### config.mk
export PLATFORM = sky130hd
export DESIGN_NAME = sync_fifo
export DESIGN_NICKNAME = d
export VERILOG_FILES = /design/src/rtl/sync_fifo_pkg.sv /design/src/rtl/sync_fifo_mem.sv /design/src/rtl/sync_fifo.sv
export SDC_FILE = /design/constraint.sdc
export NUM_CORES = 1
export LEC_CHECK = 0
export ABC_AREA = 1
export CORE_MARGIN = 2
export CORE_UTILIZATION = 59
export DETAILED_ROUTE_END_ITERATION = 10
export GPL_ROUTABILITY_DRIVEN = 0
export PLACE_DENSITY = 0.78
export REMOVE_ABC_BUFFERS = 1
export SYNTH_ARGS = -nofsm -noshare
export SYNTH_HDL_FRONTEND = slang
export SYNTH_SLANG_ARGS = --single-unit
### constraint.sdc
create_clock -name clk -period 2.3 [get_ports clk]
set_input_delay 0.575 -clock clk [delete_from_list [all_inputs] [get_ports clk]]
set_output_delay 0.575 -clock clk [all_outputs]
set_load 0.02 [all_outputs]
### src/rtl/sync_fifo_pkg.sv
// Shared helpers for the single-clock FIFO: depth derivation and threshold legality.
package sync_fifo_pkg;

    function automatic int fifo_depth(input int asize);
        return 1 << asize;
    endfunction

    function automatic bit threshold_legal(input int thr, input int depth);
        return (thr >= 0) && (thr < depth);
    endfunction

endpackage

### src/rtl/sync_fifo_mem.sv
// Simple dual-port storage: synchronous write port, asynchronous read port.
module sync_fifo_mem
    import sync_fifo_pkg::*;
#(
    parameter int DSIZE = 8,
    parameter int ASIZE = 4
) (
    input  logic             clk,
    input  logic             wen,
    input  logic [ASIZE-1:0] waddr,
    input  logic [DSIZE-1:0] wdata,
    input  logic [ASIZE-1:0] raddr,
    output logic [DSIZE-1:0] rdata
);

    localparam int DEPTH = fifo_depth(ASIZE);

    logic [DSIZE-1:0] mem_q [0:DEPTH-1];

    always_ff @(posedge clk) begin
        if (wen) begin
            mem_q[waddr] <= wdata;
        end
    end

    assign rdata = mem_q[raddr];

endmodule

### src/rtl/sync_fifo.sv
// Single-clock FIFO with occupancy count, sticky over/underflow flags and
// selectable registered or first-word-fall-through read data.
module sync_fifo
    import sync_fifo_pkg::*;
#(
    parameter int DSIZE           = 8,
    parameter int ASIZE           = 4,
    parameter int FULL_THRESHOLD  = 1,
    parameter int EMPTY_THRESHOLD = 1,
    parameter int FWFT            = 0
) (
    input  logic             clk,
    input  logic             rst,
    input  logic             winc,
    input  logic [DSIZE-1:0] wdata,
    output logic             wfull,
    output logic             almost_full,
    output logic             overflow_error,
    input  logic             rinc,
    output logic [DSIZE-1:0] rdata,
    output logic             rempty,
    output logic             almost_empty,
    output logic             underflow_error,
    input  logic             err_clr,
    output logic [ASIZE:0]   count
);

    localparam int DEPTH = fifo_depth(ASIZE);

    typedef logic [ASIZE:0]   count_t;
    typedef logic [ASIZE-1:0] ptr_t;

    localparam count_t FULL_LVL    = count_t'(DEPTH);
    localparam count_t AFULL_LVL   = count_t'(DEPTH - FULL_THRESHOLD);
    localparam count_t AEMPTY_LVL  = count_t'(EMPTY_THRESHOLD);

    if (!threshold_legal(FULL_THRESHOLD, DEPTH) || !threshold_legal(EMPTY_THRESHOLD, DEPTH)) begin : g_bad_threshold
        $error("sync_fifo: thresholds must lie in [0, DEPTH)");
    end

    ptr_t   wptr_q, wptr_d, rptr_q, rptr_d;
    count_t count_q, count_d;
    logic   wfull_q, wfull_d, almost_full_q, almost_full_d;
    logic   rempty_q, rempty_d, almost_empty_q, almost_empty_d;
    logic   overflow_q, overflow_d, underflow_q, underflow_d;
    logic   wr_ok, rd_ok;
    logic [DSIZE-1:0] mem_rdata;

    always_comb begin
        wr_ok  = winc && !wfull_q;
        rd_ok  = rinc && !rempty_q;
        wptr_d = wr_ok ? wptr_q + ptr_t'(1) : wptr_q;
        rptr_d = rd_ok ? rptr_q + ptr_t'(1) : rptr_q;
        count_d = count_q;
        case ({wr_ok, rd_ok})
            2'b10:   count_d = count_q + count_t'(1);
            2'b01:   count_d = count_q - count_t'(1);
            default: count_d = count_q;
        endcase
        // Flags come from the next count so they update together with it.
        wfull_d        = (count_d == FULL_LVL);
        almost_full_d  = (count_d >= AFULL_LVL);
        rempty_d       = (count_d == '0);
        almost_empty_d = (count_d <= AEMPTY_LVL);
        overflow_d     = (winc && wfull_q)  ? 1'b1 : (err_clr ? 1'b0 : overflow_q);
        underflow_d    = (rinc && rempty_q) ? 1'b1 : (err_clr ? 1'b0 : underflow_q);
    end

    always_ff @(posedge clk) begin
        if (rst) begin
            wptr_q         <= '0;
            rptr_q         <= '0;
            count_q        <= '0;
            wfull_q        <= 1'b0;
            almost_full_q  <= 1'b0;
            rempty_q       <= 1'b1;
            almost_empty_q <= 1'b1;
            overflow_q     <= 1'b0;
            underflow_q    <= 1'b0;
        end else begin
            wptr_q         <= wptr_d;
            rptr_q         <= rptr_d;
            count_q        <= count_d;
            wfull_q        <= wfull_d;
            almost_full_q  <= almost_full_d;
            rempty_q       <= rempty_d;
            almost_empty_q <= almost_empty_d;
            overflow_q     <= overflow_d;
            underflow_q    <= underflow_d;
        end
    end

    sync_fifo_mem #(
        .DSIZE (DSIZE),
        .ASIZE (ASIZE)
    ) u_mem (
        .clk   (clk),
        .wen   (wr_ok && !rst),
        .waddr (wptr_q),
        .wdata (wdata),
        .raddr (rptr_q),
        .rdata (mem_rdata)
    );

    if (FWFT != 0) begin : g_fwft
        assign rdata = mem_rdata;
    end else begin : g_reg_read
        logic [DSIZE-1:0] rdata_q, rdata_d;

        always_comb begin
            rdata_d = rd_ok ? mem_rdata : rdata_q;
        end

        always_ff @(posedge clk) begin
            if (rst) begin
                rdata_q <= '0;
            end else begin
                rdata_q <= rdata_d;
            end
        end

        assign rdata = rdata_q;
    end

    assign wfull           = wfull_q;
    assign almost_full     = almost_full_q;
    assign rempty          = rempty_q;
    assign almost_empty    = almost_empty_q;
    assign overflow_error  = overflow_q;
    assign underflow_error = underflow_q;
    assign count           = count_q;

endmodule

After elaboration in Yosys (flattened, before gate mapping) --
Memories as Yosys holds them, arrays and structs flattened. A register that Yosys moved wholly into a read port is not among the register bits. Index checks and enable logic that the tools add are counted.
Cells by class: magnitude comparators 2, equality and inequality tests 3, reductions and logical operators 11, multiplexer cells 6, $add $sub $neg 4
Operators with widths (count):
- case mux 5 bit (2 select lines) | 1
- adder 4 x 1 -> 4 bit (second input constant) | 2
- adder 5 x 1 -> 5 bit (second input constant) | 1
- equality test 5 bit (second input constant) | 1
- greater-or-equal comparator 5 x 4 -> 1 bit (second input constant) | 1
- <= comparator 5 x 1 -> 1 bit (second input constant) | 1
- logical AND 1 bit | 5
- logical NOT 5 bit | 1
- 2-to-1 mux 1 bit | 5
- subtractor 5 x 1 -> 5 bit (second input constant) | 1
- nonzero test 2 bit | 2
- logical NOT 1 bit | 3
- equality test 2 x 1 -> 1 bit (second input constant) | 1
- equality test 2 bit (second input constant) | 1
Storage, ports and cells: word-level logic and storage cells 36, memory bits (writable) 128, register bits 19, memories kept 1, input bits 13, output and inout port bits 19
Memories:
- u_mem.mem_q | depth 16, width 8, read ports 1, clocked after Yosys merged registers in 1, write ports 1, RTL line sync_fifo_mem.sv:18 | logic [DSIZE-1:0] mem_q [0:DEPTH-1];

Logic depth before layout (Yosys ltp) --
Gate-level depths: netlist (run 1).
word-level depth 5, gate-level depth with buffers 17, depth with buffers taken out 17

Cells and area by module --
A second synthesis (run 1) with hierarchy kept.
Unflattened totals: cell total of the unflattened synthesis 715, area, all modules 6866.6 um^2
By module, submodules not included:
- sync_fifo_mem | times used 1, area each 5606.6 um^2, cells each 543, seq. area each 3843.7 um^2
- sync_fifo | times used 1, area each 1260.0 um^2, cells each 172, seq. area each 540.5 um^2

Least setup slack after synthesis (run 1) --
No wires, ideal clock.
path kind in2reg, start point input rinc, end point register almost_empty_q, in the netlist almost_empty, buffers on the path 1, cell stages on the path 14, path slack 0.277 ns, data required time 2.183 ns, setup time 0.117 ns, arrival 1.906 ns, cells stage by stage inv_2 -> nor2_8 -> buf_1 -> ha_1 -> nand2_1 -> nand2_1 -> nand3b_1 -> nand2_1 -> nand2_1 -> o21ai_1 -> inv_1 -> nor2_1 -> nand2_1 -> nand2_1
On the way: longest elaborated chain between the ends 4, elaborated cells on any way between the ends 5, classes of those cells order compare: 1; eq/ne: 2; mux: 1; reduce/logical: 1
RTL lines:
- from (decl) | RTL line sync_fifo.sv:19 | input logic rinc,
- logical AND 1 bit * | RTL line sync_fifo.sv:51 | rd_ok = rinc && !rempty_q;
- equality test 2 x 1 -> 1 bit / equality test 2 bit (equally long branches) | RTL line sync_fifo.sv:55 | case ({wr_ok, rd_ok})
- case mux 5 bit (2 select lines) * | RTL line sync_fifo.sv:55
- <= comparator 5 x 1 -> 1 bit * | RTL line sync_fifo.sv:64 | almost_empty_d = (count_d <= AEMPTY_LVL);
- to (signal assigned) | RTL line sync_fifo.sv:87 | almost_empty_q <= almost_empty_d;
- to (decl) | RTL line sync_fifo.sv:44 | logic rempty_q, rempty_d, almost_empty_q, almost_empty_d;
Mark *: on every way between the ends. The rest lies on a longest branch, timed or not. A chain may end at the register's enable or synchronous reset.

Worst setup path after layout (run 1) --
start point register rempty_q, in the netlist rempty, end point output rempty
RTL lines:
- from (decl) | RTL line sync_fifo.sv:44
- from (signal assigned) | RTL line sync_fifo.sv:86 | rempty_q <= rempty_d;
- to (decl) | RTL line sync_fifo.sv:21 | output logic rempty,
No word-level cell between the ends.

==> results.md, run 1 <==
* routed metal-1 wire length: 5.46 mm
* gate count after technology mapping: 539
* shortest clock period the worst path allows after layout: 2.23 ns
* first-pass GRT wire length: 21.9 mm
* crit end category: primary output
* Post-Place Cell Area: 6890 um2
* core box area: 10400 um2
* Longest Clk Path Bufs: 2
* horizontal extent of the die: 108 um
* number of buffers and inverters on the critical path: 1
* unrepaired setup endpoints after global routing: no
* leading cell type in the layout, fill and taps excluded: sky130_fd_sc_hd__edfxtp_1
* biggest fanout along the worst timing path: 3
* Overflow after GRT: 0
* Multi-input gate area: 1660 um2
* via density per instance: 5.96
* Max Transition Viols Final: 0
* Hold Vio Cnt, Final: 0
* Final Total Pwr: 0.00730 W
* Initial Util: 61.1%
* root buf cell: sky130_fd_sc_hd__clkbuf_8
* data arrival time of the critical path: 1.66 ns
* Max-Slew Margin vs Limit: 53.7%
* maximum ir drop on the vdd rail: 0.604 mV
* count of hold-fix buffers inserted at cts: 0
* count of vias placed by the detailed router: 4402
* antenna-violating nets left: 0
* Rows: 37
* sequential-to-total area share from yosys stat: 68.9%
* WL final: 14.2 mm
* Distinct cells, synth: 31
* Mapped Avg Cell Area: 11.8 um2
* number of global-route vias before repair: 4356
* Area Growth Syn to Fin: 17.9%
* skew final: 0.00705 ns
* Critical Path Slowest Stage Cell: sky130_fd_sc_hd__clkdlybuf4s50_1
* cell area power density: 974 nW/um2
* TritonCTS clock tree: yes
* Mapped Area: 6360 um2
* most frequent cells in the layout: sky130_fd_sc_hd__edfxtp_1, sky130_fd_sc_hd__nor2_1, sky130_fd_sc_hd__o21ai_0, sky130_fd_sc_hd__nand2_1, sky130_fd_sc_hd__clkdlybuf4s50_1
* placed wire-length estimate after detailed placement: 8.24 mm
* critical path launch point type: flip-flop
* synthesis-stage register bit count: 155
* highest clock rate: 0.448 GHz
* slew at the pin closest to its max-slew limit: 0.695 ns
* cell class contributing the biggest share of worst-path delay: buffers and inverters
* WL met3: 1.36 mm
* number of gates resized after cts: 0
* met2 wire length: 7.09 mm
* class of the most critical hold timing path: reg2reg
* reported max-cap violation count: 0
* Clk Latency, worst-skew pair: 0.53 ns
* final antenna diode count: 0
* # port buffers: 31
* H-Tree Level Count: 4
* maximum cell stage delay along the critical path: 0.66 ns
* clock slew at the register clock pins of the worst setup and hold paths: 0.06 ns
* critical path, cell by cell: clkdlybuf4s50_1
* antenna violations before repair: 0
* detailed-routing iteration count for the pre-antenna-repair pass: 5
* static leakage: 2.68 nW
* Period Utilization, post-route: 97.0%
* Setup Buffers After CTS: 0
* Setup CP Type: reg2out
* count of routing violations after the opening detailed-route iteration: 560
* count of clock tree sinks: 155
* WP data required: 1.73 ns
* number of buffers inserted during clock tree synthesis: 17
* Final setup viols: 0
* DR DRC count: 0
* fill count: 675
* fraction of final layout cells with drive strength greater than 1: 13.1%
* die area: 11600 um2
* highest metal layer used by the detailed router: met4
* combined global-route utilization of all metal layers: 25.7%
* area occupied by registers: 4390 um2
* I/O pin count: 32
* final instance area: 7500 um2
* synth warn: 0
* routed wire length per instance: 19.3 um
* outcome: finished clean
* final layout net count: 609
* Die Span Y: 108 um
* largest net degree at the start of global routing: 67
* final hold slack: 0.461 ns
==> through the flow <==
step	worst slack [ns]	util, %	instances	TNS, ns
after floorplan	-0.255	-	511	-1.83
after global placement	-0.0927	66.1	706	-0.404
after detailed placement	-0.272	66.1	706	-1.27
after CTS	0.0429	72.0	738	0
after global routing	0.00832	72.0	738	0
final	0.0679	72.0	738	0
==> area by class of cell <==
cell class                 instances  share of cell area, %
clock inverter                    13                   2.55
timing repair buffer              59                   7.10
inverter                          36                   1.83
tap                              136                   2.27
sequential                       155                   58.5
clock buffer                      19                   5.62
multi-input combinational        320                   22.2
==> power by group <==
group | switching, W | leakage (nW) | internal (W)
logic | 0.000753 | 1.01 | 0.000433
clock network | 0.00112 | 0.289 | 0.00177
registers | 0.0000842 | 1.38 | 0.00314
total | 0.00196 | 2.68 | 0.00534
==> flip-flops by register name (all words and copies together) (netlist names) <==
name             flops
underflow_error      1
wptr_q               4
rptr_q               4
count                5
overflow_error       1
rdata                8
wfull                1
rempty               1
almost_full          1
almost_empty         1
u_mem.mem_q        128
==> logic make-up (layout without fill, tap and decap cells) <==
kind of cell / after synthesis / after routing / synth area share, %
XOR/XNOR: 2 / 2 / 0.275
AO/OA/AOI/OAI: 129 / 129 / 12.1
adder cells (fa/ha/maj): 7 / 7 / 1.38
buffers and inverters: 64 / 127 / 4.96
AND/OR/NAND/NOR: 182 / 182 / 12.4
flip-flops: 155 / 155 / 68.9
==> final timing paths <==
path             startpoint              to  slack, ns  cells past startpoint
max                  rempty          rempty       0.07                      1
min          overflow_error  overflow_error       0.46                      2
max reg2reg       rptr_q[0]        rdata[5]       0.39                      9
min reg2reg  overflow_error  overflow_error       0.46                      2
==> Yosys cell counts, drive strengths merged <==
cell type,n,area share [%]
nand4,1,0.098
nor2,98,6.2
nor3,10,0.79
ha,7,1.4
o22ai,12,1.2
o221ai,20,2.8
buf,17,2.1
clkbuf,11,0.65
nand3,28,2.2
a21oi,8,0.63
o211ai,8,1.0
edfxtp,128,60
nand3b,3,0.35
nand2,42,2.8
o21bai,1,0.12
dfxtp,27,8.5
o21ai,80,6.4
xor2,2,0.28
inv,36,2.2
==> per-layer routing <==
metal | up-vias | global-route usage (%)
met4 | 0 | 11.2
met1 | 2049 | 33.3
met2 | 280 | 41.9
li1 | 2042 | -
met5 | - | 0
met3 | 31 | 5.51
No activity file was read; power rests on OpenSTA's default activity.
==> inputs of run 2 (changes only) <==
--- a/config.mk
+++ b/config.mk
@@ -7,10 +7,10 @@
 export LEC_CHECK = 0
 export ABC_AREA = 1
 export CORE_MARGIN = 2
-export CORE_UTILIZATION = 59
+export CORE_UTILIZATION = 61
 export DETAILED_ROUTE_END_ITERATION = 10
 export GPL_ROUTABILITY_DRIVEN = 0
-export PLACE_DENSITY = 0.78
+export PLACE_DENSITY = 0.81
 export REMOVE_ABC_BUFFERS = 1
 export SYNTH_ARGS = -nofsm -noshare
 export SYNTH_HDL_FRONTEND = slang
==> constraint.sdc (replaced) <==
create_clock -name clk -period 2.8 [get_ports clk]
set_input_delay 0.7 -clock clk [delete_from_list [all_inputs] [get_ports clk]]
set_output_delay 0.7 -clock clk [all_outputs]
set_load 0.02 [all_outputs]
==> run 2 against run 1 <==
Via count is 1.0% higher. Core utilization fell by 0.066 points. Sequential cell count stayed put. Register-to-register slack improved by 0.41 ns. Worst hold slack improved by 0.012 ns. Count of clock-buffer cells in the layout decreased by 1. Clock skew rose by 0.0021 ns. Sequential share of layout area increased by 1.1 points. Global-route usage rose by 1.6 points. Die area shrank 3.2%.
==> results.md, run 2 (same netlist as run 1, synthesis figures left out) <==
* highest clock rate: 0.427 GHz
* detailed-routing iteration count for the pre-antenna-repair pass: 8, +3
* number of buffers and inverters on the critical path: 1, unchanged
* antenna violations before repair: 0, unchanged
* antenna-violating nets left: 0, unchanged
* maximum cell stage delay along the critical path: 0.66 ns, about the same
* Clk Latency, worst-skew pair: 0.52 ns, about the same
* cell count after placement: 700, -0.85%
* Die Span Y: 106 um, -1.6%
* Period Utilization, post-route: 83.6%
* WL final: 14.6 mm, +2.5%
* I/O pin count: 32, unchanged
* Endpoint, Worst Hold: overflow_error
* number of global-route vias before repair: 4358, +0.046%
* static leakage: 2.61 nW, -2.4%
* maximum ir drop on the vdd rail: 0.495 mV, -18%
* critical path launch point type: flip-flop
* class of the most critical hold timing path: reg2reg
* slew at the pin closest to its max-slew limit: 0.685 ns, -0.00970 ns
* final antenna diode count: 0, unchanged
* WP data required: 2.10 ns, +0.37 ns
* count of routing violations after the opening detailed-route iteration: 556, -0.71%
* Setup CP Type: reg2out
* Post-Layout Cell Count: 732, -0.81%
* routed wire length per instance: 19.9 um, +3.4%
* largest register by flop count: u_mem.mem_q
* Longest Clk Path Bufs: 2, unchanged
* TritonCTS clock tree: yes
* Critical Path Slowest Stage Cell: sky130_fd_sc_hd__clkdlybuf4s50_1
* outcome: finished clean
* placed wire-length estimate after detailed placement: 8.56 mm, +3.8%
* H-Tree Level Count: 4, unchanged
* reg-to-reg critical path endpoint: rempty
* cell area power density: 770 nW/um2, -21%
* Initial Util: 62.2%, +1.1 points
* horizontal extent of the die: 106 um, -1.6%
* biggest fanout along the worst timing path: 3, unchanged
* final layout net count: 603, -0.99%
* critical hold path startpoint: overflow_error
* hold path cells: 2, unchanged
* critical path, cell by cell: clkdlybuf4s50_1
* die area: 11300 um2, -3.2%
* Overflow after GRT: 0, unchanged
* root buf cell: sky130_fd_sc_hd__clkbuf_8
* fraction of final layout cells with drive strength greater than 1: 12.4%, -0.71 points
* number of gates resized after cts: 0, unchanged
* unrepaired setup endpoints after global routing: no
* DR DRC count: 0, unchanged
* Final setup viols: 0, unchanged
* data arrival time of the critical path: 1.64 ns, -0.02 ns
* count of vias placed by the detailed router: 4446, +1.0%
* first-pass GRT wire length: 22.9 mm, +4.5%
* Rows: 37, unchanged
* Max-Slew Margin vs Limit: 54.3%, +0.65 points
* # port buffers: 31, unchanged
* internal reg-to-reg setup slack: 0.80 ns, +0.41 ns
* Largest register FFs: 128, unchanged
* Worst R2R Start: wfull
* number of buffers inserted during clock tree synthesis: 17, unchanged
* largest net degree at the start of global routing: 66, -1.5%
* Max Transition Viols Final: 0, unchanged
* cell class contributing the biggest share of worst-path delay: buffers and inverters
* combined global-route utilization of all metal layers: 27.3%, +1.6 points
* via density per instance: 6.07, +1.8%
* logic depth of the worst register-to-register path: 14, +5
* reported max-cap violation count: 0, unchanged
* core box area: 10200 um2, -1.8%
* Setup Buffers After CTS: 0, unchanged
* setup total negative slack: 0 ns, unchanged
* count of hold-fix buffers inserted at cts: 0, unchanged
* clock slew at the register clock pins of the worst setup and hold paths: 0.07 ns, about the same
* leading cell type in the layout, fill and taps excluded: sky130_fd_sc_hd__edfxtp_1
* skew final: 0.00915 ns, +0.00209 ns
* Hold Vio Cnt, Final: 0, unchanged
* count of clock tree sinks: 155, unchanged
* shortest clock period the worst path allows after layout: 2.34 ns
* crit end category: primary output
* most frequent cells in the layout: sky130_fd_sc_hd__edfxtp_1, sky130_fd_sc_hd__nor2_1, sky130_fd_sc_hd__o21ai_0, sky130_fd_sc_hd__nand2_1, sky130_fd_sc_hd__clkdlybuf4s50_1
* Area Growth Syn to Fin: 15.7%
[run 2: final cells by class]
class	count	area, um2
flip-flops and latches	155	4390
fillers	671	2870
multi-input cells	320	1660
repair buffers	53	475
clock buffers	18	418
well taps	136	170
inverters	36	138
clock inverters	14	113
[run 2: power by group]
group | internal [W] | switching (W)
Combinational | 0.000341 | 0.000638
Sequential | 0.00258 | 0.0000661
Clock | 0.00111 | 0.000936
[run 2: routing by layer]
metal / part of all wire (%) / vias up / routed length [um] / track usage (%)
li1: - / 2035 / - / -
met1: 38 / 2104 / 5560 / 36.1
met2: 50 / 272 / 7300 / 44.9
met3: 9.2 / 35 / 1340 / 4.35
met4: 2.7 / 0 / 390 / 12.5
met5: 0 / - / 0 / 0
[run 2: worst max path at each step]
stage / from / end / slack (ns) / cells past startpoint
6_report: rempty / rempty / 0.46 / 1
5_1_grt: rinc / rempty / 0.37 / 15
4_1_cts: rempty / rempty / 0.44 / 1
3_5_place_dp: rinc / rempty / 0.02 / 15
3_3_place_gp: rinc / almost_empty / 0.20 / 17
2_1_floorplan: rptr_q[0] / rdata[0] / 0.25 / 9
[run 2: through the flow]
step	cell area (um2)	setup slack [ns]	util [%]	hold WS, ns	total power, W
final	7360	0.458	72.0	0.473	0.00567
after global routing	7360	0.370	72.0	0.507	0.00588
after CTS	7360	0.439	72.0	0.472	0.00567
after detailed placement	6830	0.0239	66.8	0.460	0.00364
after global placement	6830	0.205	66.8	0.448	0.00359
after floorplan	6180	0.245	-	0.498	0.00327
